## src/rtl/seg_scan_ctrl.sv

```systemverilog
// Seven-segment scan controller: prescaled digit scan with per-slot dead time,
// per-frame input snapshot, leading-zero blanking and registered active-low outputs.
module seg_scan_ctrl #(
    parameter int NUM_DIGITS = 8,
    parameter int TICK_DIV   = 100000,
    parameter int BLANK_CYC  = 16
) (
    input  logic                    clk,
    input  logic                    rst,
    input  logic                    en,
    input  logic [4*NUM_DIGITS-1:0] digits_in,
    input  logic [NUM_DIGITS-1:0]   dp_in,
    input  logic [NUM_DIGITS-1:0]   digit_mask,
    input  logic                    lz_blank,
    output logic [NUM_DIGITS-1:0]   an,
    output logic [6:0]              seg,
    output logic                    dp,
    output logic [2:0]              digit_idx,
    output logic                    frame_start,
    output logic [1:0]              o_dbg_state
);

    localparam int              PW           = (TICK_DIV > 1) ? $clog2(TICK_DIV) : 1;
    localparam logic [PW-1:0]   P_LAST       = PW'(TICK_DIV - 1);
    localparam logic [PW-1:0]   P_BLANK_LAST = PW'(BLANK_CYC - 1);
    localparam logic [2:0]      IDX_LAST     = 3'(NUM_DIGITS - 1);

    typedef enum logic [1:0] {
        S_IDLE  = 2'd0,
        S_BLANK = 2'd1,
        S_DRIVE = 2'd2
    } state_t;

    state_t                  r_state, w_state_nxt;
    logic [PW-1:0]           r_p, w_p_nxt;
    logic [2:0]              r_idx, w_idx_nxt;
    logic                    w_slot_tick;
    logic                    w_frame_cyc;

    logic [4*NUM_DIGITS-1:0] r_snap_dig;
    logic [NUM_DIGITS-1:0]   r_snap_dp;
    logic [NUM_DIGITS-1:0]   r_snap_mask;
    logic                    r_snap_lz;

    logic [31:0]             w_dig32;
    logic [7:0]              w_dp8;
    logic [7:0]              w_mask8;
    logic [7:0]              w_lz;
    logic                    w_upper_zero;
    logic [3:0]              w_nib;
    logic                    w_lit;
    logic [NUM_DIGITS-1:0]   w_an_nxt;
    logic [6:0]              w_seg_nxt;
    logic                    w_dp_nxt;

    logic [NUM_DIGITS-1:0]   r_an;
    logic [6:0]              r_seg;
    logic                    r_dp;
    logic [2:0]              r_digit_idx;
    logic                    r_frame_start;

    function automatic logic [6:0] hex7(input logic [3:0] n);
        logic [6:0] s;
        case (n)
            4'h0: s = 7'h40;  4'h1: s = 7'h79;  4'h2: s = 7'h24;  4'h3: s = 7'h30;
            4'h4: s = 7'h19;  4'h5: s = 7'h12;  4'h6: s = 7'h02;  4'h7: s = 7'h78;
            4'h8: s = 7'h00;  4'h9: s = 7'h10;  4'hA: s = 7'h08;  4'hB: s = 7'h03;
            4'hC: s = 7'h46;  4'hD: s = 7'h21;  4'hE: s = 7'h06;  default: s = 7'h0E;
        endcase
        return s;
    endfunction

    always_comb begin
        w_slot_tick = (r_p == P_LAST);
        w_frame_cyc = en && (r_p == '0) && (r_idx == 3'd0);
        w_state_nxt = S_IDLE;
        w_p_nxt     = '0;
        w_idx_nxt   = 3'd0;
        if (en) begin
            w_p_nxt     = w_slot_tick ? '0 : r_p + 1'b1;
            w_idx_nxt   = !w_slot_tick ? r_idx : ((r_idx == IDX_LAST) ? 3'd0 : r_idx + 3'd1);
            w_state_nxt = r_state;
            case (r_state)
                // The enabling cycle is already p=0 of the frame's first slot.
                S_IDLE:  w_state_nxt = (BLANK_CYC > 1) ? S_BLANK : S_DRIVE;
                S_BLANK: if (r_p == P_BLANK_LAST) w_state_nxt = S_DRIVE;
                S_DRIVE: if (w_slot_tick) w_state_nxt = S_BLANK;
                default: w_state_nxt = S_IDLE;
            endcase
        end
    end

    always_ff @(posedge clk or posedge rst) begin
        if (rst) begin
            r_state <= S_IDLE;
            r_p     <= '0;
            r_idx   <= 3'd0;
        end else begin
            r_state <= w_state_nxt;
            r_p     <= w_p_nxt;
            r_idx   <= w_idx_nxt;
        end
    end

    always_ff @(posedge clk or posedge rst) begin
        if (rst) begin
            r_snap_dig  <= '0;
            r_snap_dp   <= '0;
            r_snap_mask <= '0;
            r_snap_lz   <= 1'b0;
        end else if (w_frame_cyc) begin
            r_snap_dig  <= digits_in;
            r_snap_dp   <= dp_in;
            r_snap_mask <= digit_mask;
            r_snap_lz   <= lz_blank;
        end
    end

    // Snapshot is zero-padded to 8 digits so the 3-bit index never runs off the end.
    always_comb begin
        w_dig32                         = '0;
        w_dig32[4*NUM_DIGITS-1:0]       = r_snap_dig;
        w_dp8                           = '0;
        w_dp8[NUM_DIGITS-1:0]           = r_snap_dp;
        w_mask8                         = '0;
        w_mask8[NUM_DIGITS-1:0]         = r_snap_mask;
        w_lz                            = '0;
        w_upper_zero                    = 1'b1;
        for (int i = 7; i >= 0; i--) begin
            w_upper_zero = w_upper_zero && (w_dig32[4*i +: 4] == 4'd0);
            w_lz[i]      = r_snap_lz && w_upper_zero && (i != 0);
        end
        w_nib     = w_dig32[{r_idx, 2'b00} +: 4];
        w_lit     = (r_state == S_DRIVE) && w_mask8[r_idx] && !w_lz[r_idx];
        w_an_nxt  = '1;
        w_seg_nxt = 7'h7F;
        w_dp_nxt  = 1'b1;
        if (w_lit) begin
            w_an_nxt  = ~(NUM_DIGITS'(1) << r_idx);
            w_seg_nxt = hex7(w_nib);
            w_dp_nxt  = ~w_dp8[r_idx];
        end
    end

    always_ff @(posedge clk or posedge rst) begin
        if (rst) begin
            r_an          <= '1;
            r_seg         <= 7'h7F;
            r_dp          <= 1'b1;
            r_digit_idx   <= 3'd0;
            r_frame_start <= 1'b0;
        end else begin
            r_an          <= w_an_nxt;
            r_seg         <= w_seg_nxt;
            r_dp          <= w_dp_nxt;
            r_digit_idx   <= r_idx;
            r_frame_start <= w_frame_cyc;
        end
    end

    assign an          = r_an;
    assign seg         = r_seg;
    assign dp          = r_dp;
    assign digit_idx   = r_digit_idx;
    assign frame_start = r_frame_start;
    assign o_dbg_state = r_state;

endmodule

```

## config.mk

```make
export PLATFORM = sky130hd
export DESIGN_NAME = seg_scan_ctrl
export DESIGN_NICKNAME = d
export VERILOG_FILES = /design/src/rtl/seg_scan_ctrl.sv
export SDC_FILE = /design/constraint.sdc
export NUM_CORES = 1
export LEC_CHECK = 0
export ABC_AREA = 1
export CAP_MARGIN = 20
export CORE_UTILIZATION = 36
export DETAILED_ROUTE_END_ITERATION = 8
export RECOVER_POWER = 25
export SKIP_LAST_GASP = 1
export SLEW_MARGIN = 0
export SYNTH_ARGS = -nofsm -noshare
export SYNTH_HDL_FRONTEND = slang
export SYNTH_SLANG_ARGS = --single-unit
```

## constraint.sdc

```tcl
create_clock -name clk -period 3.6 [get_ports clk]
set_input_delay 0.9 -clock clk [delete_from_list [all_inputs] [get_ports clk]]
set_output_delay 0.9 -clock clk [all_outputs]
set_load 0.05 [all_outputs]
```

Word level (Yosys, flattened, before mapping)
Memory sizes are Yosys's and may differ from the RTL's.
Cells that the tools add are included.
- add/sub/neg operators: 2
- magnitude comparators: 1
- equality and inequality tests: 8
- shift-type cells: 2
- mux-type cells: 18
- bitwise gates (word level): 2
- reductions and logical operators: 29
- operator list (kind ; count):
    two-way mux 17 bit ; 2
    variable part select 32 x 6 -> 4 bit ; 1
    zero test 4 bit ; 7
    adder 17 x 1 -> 17 bit (second input constant) ; 1
    equality test 17 bit (second input constant) ; 1
    equality test 17 x 4 -> 1 bit (second input constant) ; 1
    logical AND 1 bit ; 17
    zero test 17 bit ; 1
    binary-select mux 1 bit (select 3 bit) ; 3
    two-way mux 3 bit ; 3
    two-way mux 8 bit ; 1
    inverter 8 bit ; 1
    left shift 1 x 3 -> 8 bit (first input constant) ; 1
    two-way mux 7 bit ; 1
    two-way mux 2 bit ; 3
    inequality test 3 bit (second input constant) ; 2
    case mux 2 bit (3 select lines) ; 1
    less-than comparator 3 x 4 -> 1 bit (second input constant) ; 1
    two-way mux 1 bit ; 4
    adder 3 x 1 -> 3 bit (second input constant) ; 1
    equality test 3 bit (second input constant) ; 1
    zero test 3 bit ; 1
    equality test 2 x 1 -> 1 bit (second input constant) ; 1
    equality test 2 bit (second input constant) ; 1
    5 further kinds ; 5
- register bits: 91
- ROM bits: 112
- input port bits: 52
- output and inout port bits: 22
- logic and storage cells: 75
- memories kept: 1
- memory list (name ; words ; bits a word ; rd ports ; clocked after Yosys merged registers in ; write ports ; line ; source):
    (name not given) ; 16 ; 7 ; 1 ; 0 ; 0 ; 64 ; case (n)

Longest topological paths before layout
Gate-level depths: netlist of run 1.
- depth after elaboration: 13
- mapped depth: 13
- mapped depth without buffers: 11

Worst setup path after synthesis of run 1
No wires, ideal clock.
- path kind: register to register
- from: reg r_idx[1]
- to: reg r_snap_dig[0]
- library setup time: 0.066 ns
- arrival time: 1.840 ns
- required time: 3.534 ns
- setup slack: 1.694 ns
- cell stages (with the launch flop): 12
- path buffers: 3
- clock period less this slack: 1.906 ns
- cells stage by stage: dfrtp_1 -> inv_1 -> buf_2 -> ha_1 -> nand2_1 -> nor4_1 -> nand3_1 -> inv_2 -> buf_6 -> buf_6 -> nand2_1 -> nand2_1
- word-level cells in the longest chain between the ends: 2
- RTL lines (what ; line ; source):
    start, declared ; 36 ; logic [2:0] r_idx, w_idx_nxt;
    start signal, assigned ; 101 ; r_idx <= w_idx_nxt;
    zero test 3 bit ; 75 ; w_frame_cyc = en && (r_p == '0) && (r_idx == 3'd0);
    logical AND 1 bit ; 75 ;
    end signal, assigned ; 112 ; r_snap_dig <= digits_in;
    end, declared ; 40 ; logic [4*NUM_DIGITS-1:0] r_snap_dig;
Every way passes these cells.
A chain may end at the register's enable or synchronous reset.

Worst setup path after layout of run 1
- from: reg r_an[7] (netlist: an[7])
- to: out an[7]
- RTL lines (what ; line ; source):
    start, declared ; 56 ; logic [NUM_DIGITS-1:0] r_an;
    start signal, assigned ; 153 ; r_an <= w_an_nxt;
    end, declared ; 15 ; output logic [NUM_DIGITS-1:0] an,
No word-level cell between the ends.

==> results of run 1 <==
how the worst max path moves through the flow:
stage / startpoint / slack (ps) / endpoint / depth (start not counted)
detailed placement: en / 730 / r_snap_dp[6] / 8
global route: en / 850 / r_snap_dig[20] / 9
CTS: an[7] / 1010 / an[7] / 1
finish: an[7] / 1030 / an[7] / 1
global placement: en / 800 / r_snap_dig[25] / 8
floorplan: rst / 360 / digit_idx[0] / 1
sequential cells by signal (all words and copies together) (netlist names), 2 cells and up:
name / count
o_dbg_state: 2
seg: 7
digit_idx: 3
r_snap_dp: 8
r_snap_dig: 32
r_p: 17
r_idx: 3
an: 8
r_snap_mask: 8
kinds of logic (layout without fill, tap and decap cells):
logic type	count (synthesis)	count (layout)	share of synthesized area
AO/OA/AOI/OAI	49	49	0.0583
XOR/XNOR	6	6	0.0113
adder cells (fa/ha/maj)	14	14	0.0376
buffers and inverters	83	157	0.0768
flip-flops	91	91	0.493
AND/OR/NAND/NOR	370	370	0.323
cell usage after synthesis (2+ instances only):
| cell type | instances | share of area |
|---|---|---|
| sky130_fd_sc_hd__buf_6 | 3 | 0.0072 |
| sky130_fd_sc_hd__inv_1 | 58 | 0.047 |
| sky130_fd_sc_hd__nor2_1 | 75 | 0.060 |
| sky130_fd_sc_hd__ha_1 | 14 | 0.038 |
| sky130_fd_sc_hd__inv_2 | 3 | 0.0024 |
| sky130_fd_sc_hd__nor3_1 | 10 | 0.011 |
| sky130_fd_sc_hd__buf_4 | 2 | 0.0032 |
| sky130_fd_sc_hd__nand2_1 | 213 | 0.17 |
| sky130_fd_sc_hd__xor2_1 | 6 | 0.011 |
| sky130_fd_sc_hd__nand4_1 | 4 | 0.0054 |
| sky130_fd_sc_hd__o21ai_0 | 35 | 0.038 |
| sky130_fd_sc_hd__nor4_1 | 3 | 0.0040 |
| sky130_fd_sc_hd__a21oi_1 | 5 | 0.0054 |
| sky130_fd_sc_hd__nand3_1 | 61 | 0.066 |
| sky130_fd_sc_hd__buf_2 | 13 | 0.014 |
| sky130_fd_sc_hd__dfrtp_1 | 75 | 0.40 |
| sky130_fd_sc_hd__dfstp_2 | 16 | 0.090 |
| sky130_fd_sc_hd__clkbuf_1 | 3 | 0.0024 |
| sky130_fd_sc_hd__o211ai_1 | 3 | 0.0048 |
cell type report:
type,instances,share of cell area
inverters,62,0.0401
repair buffers,79,0.137
clock inverters,7,0.0101
clock buffers,9,0.0386
multi-input cells,439,0.344
flip-flops and latches,91,0.394
well taps,172,0.0369
layer usage:
metal	GRT usage	up-vias	wire length, µm	part of all wire
met5	0	-	0	0
met4	0.0590	0	155	0.013
met3	0.0314	12	483	0.042
met2	0.291	97	5100	0.44
met1	0.268	1900	5860	0.51
li1	-	2067	-	-
where the power goes:
group	switching, mW	internal, mW	leakage (nW)
clock network	0.426	0.478	0.133
registers	0.133	1.27	1.13
logic	0.673	0.367	1.45
total	1.23	2.11	2.72
==> summary by stage, run 1 <==
CTS
The CTS sink count is 91. After clock tree synthesis, the flow added hold-fix buffers numbering 0. Clock tree synthesis inserted a total of 9 buffers. The number of cells upsized or downsized after cts is 0. The insertion delay of the later-clocked pin in the worst-skew pair is 350 ps.

CTS built an H-tree with a depth of 3. The buffer count from post-CTS setup fixing is 0. TritonCTS built the clock tree. The clock tree root driver cell is sky130_fd_sc_hd__clkbuf_16.

The clock edge transition at the registers on the reported setup and hold paths is roughly 70 ps. The longest clock path from root to sink contains 2 buffers.

GRT
The global-route usage over all layers is 0.188. The final global-route overflow total is 0. The pin count of the biggest net entering global routing is 79. The initial antenna violation count is 0.

The via count of the first global-routing pass is 3922. The first-pass GRT wire length is 19400 µm.

Final layout
The multi-input combinational cells in the finished layout cover a total of 2010 µm². At the end of the flow the core is filled with cells to 0.462. The combined flip-flop and latch cell area is 2300 µm². The filler cells instantiated in the layout total approximately 1300.

The total non-filler cell area in the finished layout is 5830 µm². Compared with the post-synthesis result, the final layout area differs by 25.2%. The number of standard cells in the layout, taps in and fillers out is between 800 and 900.

The most common cell after layout, fill and taps aside is sky130_fd_sc_hd__nand2_1. The layout cell share with drive strength beyond 1 is 0.0626. For this run, the post-layout net count is approximately 750. The number of diodes added for antenna fixing is 0. Leaving out fill and tap cells, the most frequent cells in the layout are sky130_fd_sc_hd__nand2_1 (213), sky130_fd_sc_hd__nor2_1 (75), sky130_fd_sc_hd__dfrtp_1 (75).

Run status
The flow ran to the end, but the final reports show violations. The checks that failed: max-capacitance violations, max-slew violations.

Job
The count of maximum capacitance violations is 1.

Placed design
Once placement completed, the tool counted placed cells totaling approximately 840. Input and output buffers added on the ports amount to 73. The area of placed instances is about 5600 µm². Prior to clock tree synthesis, the placed netlist has a worst setup slack of 729 ps. Summed over all nets, the half-perimeter wirelength after detailed placement is 8370 µm. At the end of routability-driven placement, the weighted congestion stood at roughly 0.83.

Drt
The vias after detailed routing is 4076. In this run, the number of DRC markers left after iteration 0 of detailed routing was between 200 and 300. The final routed wirelength across all metal layers is 11600 µm. The detailed-router iteration count before antenna repair is 5.

The residual antenna-violating net count after detailed routing is 0. In the routed design, unresolved DRC markers number 0. The routed length per placed instance is 13.5 µm. After detailed routing, the number of vias per cell comes to 4.75.

Setup path
In this run the worst path has a maximum fanout of 1. The category of the most critical setup path is flop to output pin. The startpoint class of the critical path is a flop. On the critical path the largest part of the delay comes from buffers and inverters. For the worst setup path, the data arrival time is 1670 ps. The endpoint type of the worst setup path is an output pin.

The master of the slowest instance on the critical path is sky130_fd_sc_hd__clkdlybuf4s50_1. The critical path's largest stage delay is slightly below 800 ps. The source of the worst register-to-register timing path is r_idx[1]. The critical path goes through clkdlybuf4s50_1.

Setup slack on the worst reg-to-reg path comes out at approximately 1200 ps. Measured in cells, the most critical reg-to-reg path has a length of 11. The worst flop-to-flop path endpoint is seg[5]. Together, buffers and inverters on the worst path number 1. At the worst endpoint, the required time is 2700 ps.

STA
The post-route fraction of the period consumed by the critical path is 0.713. The number of max-slew violations in the final report is 39. The worst setup skew after layout is 7.73 ps. Timing would allow up to 0.390 GHz.

Across all setup checks in the final design, the least slack found is 1030 ps. The actual slew at the worst max-slew pin is 1790 ps. Setup repair after global routing left no endpoint under its margin. Hold timing on the final database bottoms out at a slack of 486 ps. The hold violation total from the final report is 0. The worst pin sits at a relative slew slack of -0.198. The total negative setup slack is 0 ps. For the finished layout, the period the worst path requires is 2570 ps. The setup-violating endpoint count in the final report is 0.

Hold path
The start point of the worst min-delay path is r_snap_dp[5]. For hold timing, the worst endpoint is r_snap_dp[5]. The min-delay analysis places its worst path in the category flop to flop. Along the worst hold path, the cell count comes to 2.

Floorplan
The area inside the core boundary is 12600 µm². For this configuration, the core starts out at a cell density of 0.369. In this run the core area contains 41 standard-cell rows.

The die covers 13400 µm². Pin placement for this block handled 74 I/O pins. The die is between 100 and 150 µm tall.

The die outline width is 116 µm.

Power and ir drop
Dividing total power by cell area gives a power density of 573 nW/µm². Summed over all cells, the static leakage comes to 2.72 nW. Total power for the finished layout comes to 3.34 mW. The worst-case IR drop observed on VDD is 0.228 mV.

Logic synthesis
For this run, the register share of the synthesized area comes to 0.493. The number of nets handed over by synthesis was 679. The flip-flop and latch count after synthesis is 91. Counting distinct cell types in the post-synthesis netlist gives 30. The count of mapped cells out of synthesis is 613.

The synthesized netlist occupies a cell area of approximately 4700 µm². The number of synthesized flops with an enable pin is 0. The Yosys step of the flow raised 0 warnings.

Dividing the synthesized area by the synthesized cell count gives around 7.6 µm². The post-synthesis async set-or-reset flop share is 1.00. The dominant register cell in the synthesized netlist is sky130_fd_sc_hd__dfrtp_1.
(Power assumes the default switching activity.)
==> inputs of run 2 (changes only) <==
==> constraint.sdc (replaced) <==
create_clock -name clk -period 2.2 [get_ports clk]
set_input_delay 0.55 -clock clk [delete_from_list [all_inputs] [get_ports clk]]
set_output_delay 0.55 -clock clk [all_outputs]
set_load 0.05 [all_outputs]
==> run 2 against run 1 <==
Against the previous run:
- the flow now finishes without violations
- register-to-register slack worse by 1000 ps
- final area is 1.8% higher
- power is 70% higher
- worst hold slack worse by 4.9 ps
- core utilization is 0.85 points higher
- clock-buffer cell count is 1 higher
- combinational power is 67% higher
- die area stayed put
- critical path depth stayed put
- setup slack worse by 920 ps
- largest cell class unchanged
==> summary by stage, run 2 (synthesis gave the netlist of run 1 again) <==
Run status
The run finished with clean final reports.

Floorplan
The die outline width came to 116 µm (unchanged). The overall die area is 13400 µm² (unchanged). The area inside the core boundary is 12600 µm² (unchanged). The height of the chip came to 116 µm (unchanged). The effective utilization at floorplan was 0.369 (unchanged).

The number of placement rows is 41 (unchanged). The count of pins on the block boundary is 74 (unchanged).

Drt
The DRC marker count from the first detailed-route iteration is 207 (-24%). The routed length per placed instance is 13.3 µm (-1.4%). The vias after detailed routing is 4092 (+0.39%). The detailed-router iteration count before antenna repair was 4 (-1).

The final routed wirelength across all metal layers was 11600 µm (+0.10%). The residual antenna-violating net count after detailed routing is 0 (unchanged). The post-detailed-route DRC marker count is 0 (unchanged). The average via count per standard cell is 4.69 (-1.1%).

Power and ir drop
The leakage power of the design is 2.79 nW (+2.7%). The post-layout total power is 5.69 mW (+70%). The cell area power density is 958 nW/µm² (+67%). The worst supply voltage drop on vdd is 0.342 mV (+50%).

CTS
The CTS H-tree depth is 3 (unchanged). The root buffer cell chosen for the clock tree is sky130_fd_sc_hd__clkbuf_16. The clock edge transition at the registers on the reported setup and hold paths is 60 ps (about the same). The maximum root-to-sink buffer count is 2 (unchanged). The CTS buffer count was 9 (unchanged). The clock tree from TritonCTS is yes. The insertion delay of the later-clocked pin in the worst-skew pair is 340 ps (about the same). The CTS sink count is 91 (unchanged).

GRT
The final global-route overflow total is 0 (unchanged). The global-route usage over all layers is 0.188 (about the same). The first-pass GRT wire length is 19400 µm (about the same). The pin count of the biggest net entering global routing was 92 (+16%).

The initial antenna violation count is 0 (unchanged). The via count of the first global-routing pass is 4000 (+2.0%).

STA
The max-slew headroom at the worst pin is 0.188 (+0.387). Setup repair after global routing left no endpoint under its margin. The total negative setup slack was 0 ps (unchanged).

The worst setup skew after layout came to 9.81 ps (+2.09 ps). The final worst setup slack is 116 ps (-918 ps). The actual slew at the worst max-slew pin came to 1220 ps (-570 ps). The hold violation total from the final report is 0 (unchanged). The setup-violating endpoint count in the final report came to 0 (unchanged).

The routed design could run at a clock period as short as 2080 ps. The post-route fraction of the period consumed by the critical path is 0.947. For this run, the top clock speed supported by timing is roughly 0.48 GHz. The number of max-slew violations in the final report is 0 (-100%).

The hold slack is 481 ps (-4.88 ps).

Job
The count of maximum capacitance violations is 0 (-1).

Placed design
The detailed placement HPWL came to 8520 µm (+1.8%). The number of input and output port buffers inserted is 73 (unchanged). The pre-CTS setup slack was 51.3 ps (-678 ps). The routability congestion estimate is 0.876 (+5.6%).

The cell total after placement is 856 (+1.5%). The area of placed instances is 5640 µm² (+1.5%).

Final layout
The number of standard cells in the layout, taps in and fillers out is 872 (+1.5%). The number of inserted filler cells in the final layout is 1275 (-2.3%). In the layout the commonest cells are sky130_fd_sc_hd__nand2_1 (211), sky130_fd_sc_hd__nor2_1 (75), sky130_fd_sc_hd__dfrtp_1 (75). The largest register by flop count is r_snap_dig. The most common cell after layout, fill and taps aside is sky130_fd_sc_hd__nand2_1.

In the final layout, the registers with the most flip-flops are r_snap_dig: 32 flops, r_p: 17 flops. The flip-flop count of the largest register, all copies and words added was 32 (unchanged). The final layout net count is 761 (+1.7%). The total non-filler cell area in the finished layout is 5940 µm² (+1.8%). The layout overhead on the synthesized area is 27.5%.

The number of diodes added for antenna fixing came to 0 (unchanged). The layout cell share with drive strength beyond 1 came to 0.103 (+0.0403). The utilization after layout is 0.471 (+0.00853).

Setup path
The worst flop-to-flop path endpoint is seg[5]. The worst setup path is launched from a flop. The largest individual stage delay along the critical path comes from the cell sky130_fd_sc_hd__clkdlybuf4s50_1. The count of buffer and inverter cells on the critical path is 1 (unchanged). The worst register-to-register path begins at r_idx[2]. The depth of the worst register-to-register path is 9 (-2). The maximum fanout count along the critical path was 3 (+2). The worst path arrival time is 1530 ps (-140 ps). Among cell families on the critical path, the largest total delay comes from buffers and inverters.

The register-to-register setup slack is 240 ps (-1000 ps). The category of the most critical setup path is flop to output pin. The critical path goes through clkdlybuf4s50_1.

The critical path's largest stage delay is 820 ps (+30 ps). The endpoint type of the worst setup path is an output pin. The data required time of the worst path came to 1650 ps (-1050 ps).

Hold path
The start point of the worst min-delay path is r_p[0]. The number of instances on the worst hold path came to 1 (-1). For hold timing, the worst endpoint is r_p[0]. The worst hold path belongs to the class flop to flop.
-- run 2: changes by cell type in the layout (fill, tap and decap cells not counted), moves of 2 or more --
| cell | change |
|---|---|
| sky130_fd_sc_hd__buf_4 | +26 |
| sky130_fd_sc_hd__clkdlybuf4s50_1 | -15 |
| sky130_fd_sc_hd__bufinv_16 | +2 |
| sky130_fd_sc_hd__clkbuf_1 | +2 |
| sky130_fd_sc_hd__clkinv_4 | -2 |
| sky130_fd_sc_hd__inv_6 | -2 |
| sky130_fd_sc_hd__nand2_1 | -2 |
| sky130_fd_sc_hd__nand2_2 | +2 |
-- run 2: cell type report --
| type | instances | area, µm² | share of cell area |
|---|---|---|---|
| flip-flops and latches | 91 | 2300 | 0.387 |
| multi-input cells | 439 | 2010 | 0.338 |
| repair buffers | 92 | 863 | 0.145 |
| inverters | 62 | 236 | 0.0398 |
| clock buffers | 10 | 229 | 0.0385 |
| well taps | 172 | 215 | 0.0362 |
| clock inverters | 6 | 88.8 | 0.0150 |
-- run 2: power breakdown --
part | total, mW | internal, mW | switching (mW)
Combinational | 1.74 | 0.627 | 1.12
Clock | 1.65 | 0.998 | 0.652
Sequential | 2.30 | 2.08 | 0.220
Total | 5.69 | 3.70 | 1.99
-- run 2: layer usage --
layer | wire [µm] | part of all wire | track usage | up-vias
met4 | 113 | 0.0097 | 0.0684 | 0
met2 | 5290 | 0.46 | 0.294 | 90
met3 | 473 | 0.041 | 0.0335 | 7
met5 | 0 | 0 | 0 | -
li1 | - | - | - | 2085
met1 | 5730 | 0.49 | 0.261 | 1910
-- run 2: timing repair --
item,CTS,global route
resized for setup,0,2
setup buffers,0,0
setup endpoints to repair,0,2
hold buffers,0,0
-- run 2: how the worst max path moves through the flow --
stage | startpoint | endpoint | cells after the start
2_1_floorplan | r_idx[1] | r_snap_dig[0] | 11
3_3_place_gp | en | r_snap_dig[14] | 8
3_5_place_dp | en | r_snap_dig[31] | 8
4_1_cts | o_dbg_state[1] | o_dbg_state[1] | 1
5_1_grt | rst | r_p[13] | 3
6_report | o_dbg_state[1] | o_dbg_state[1] | 1
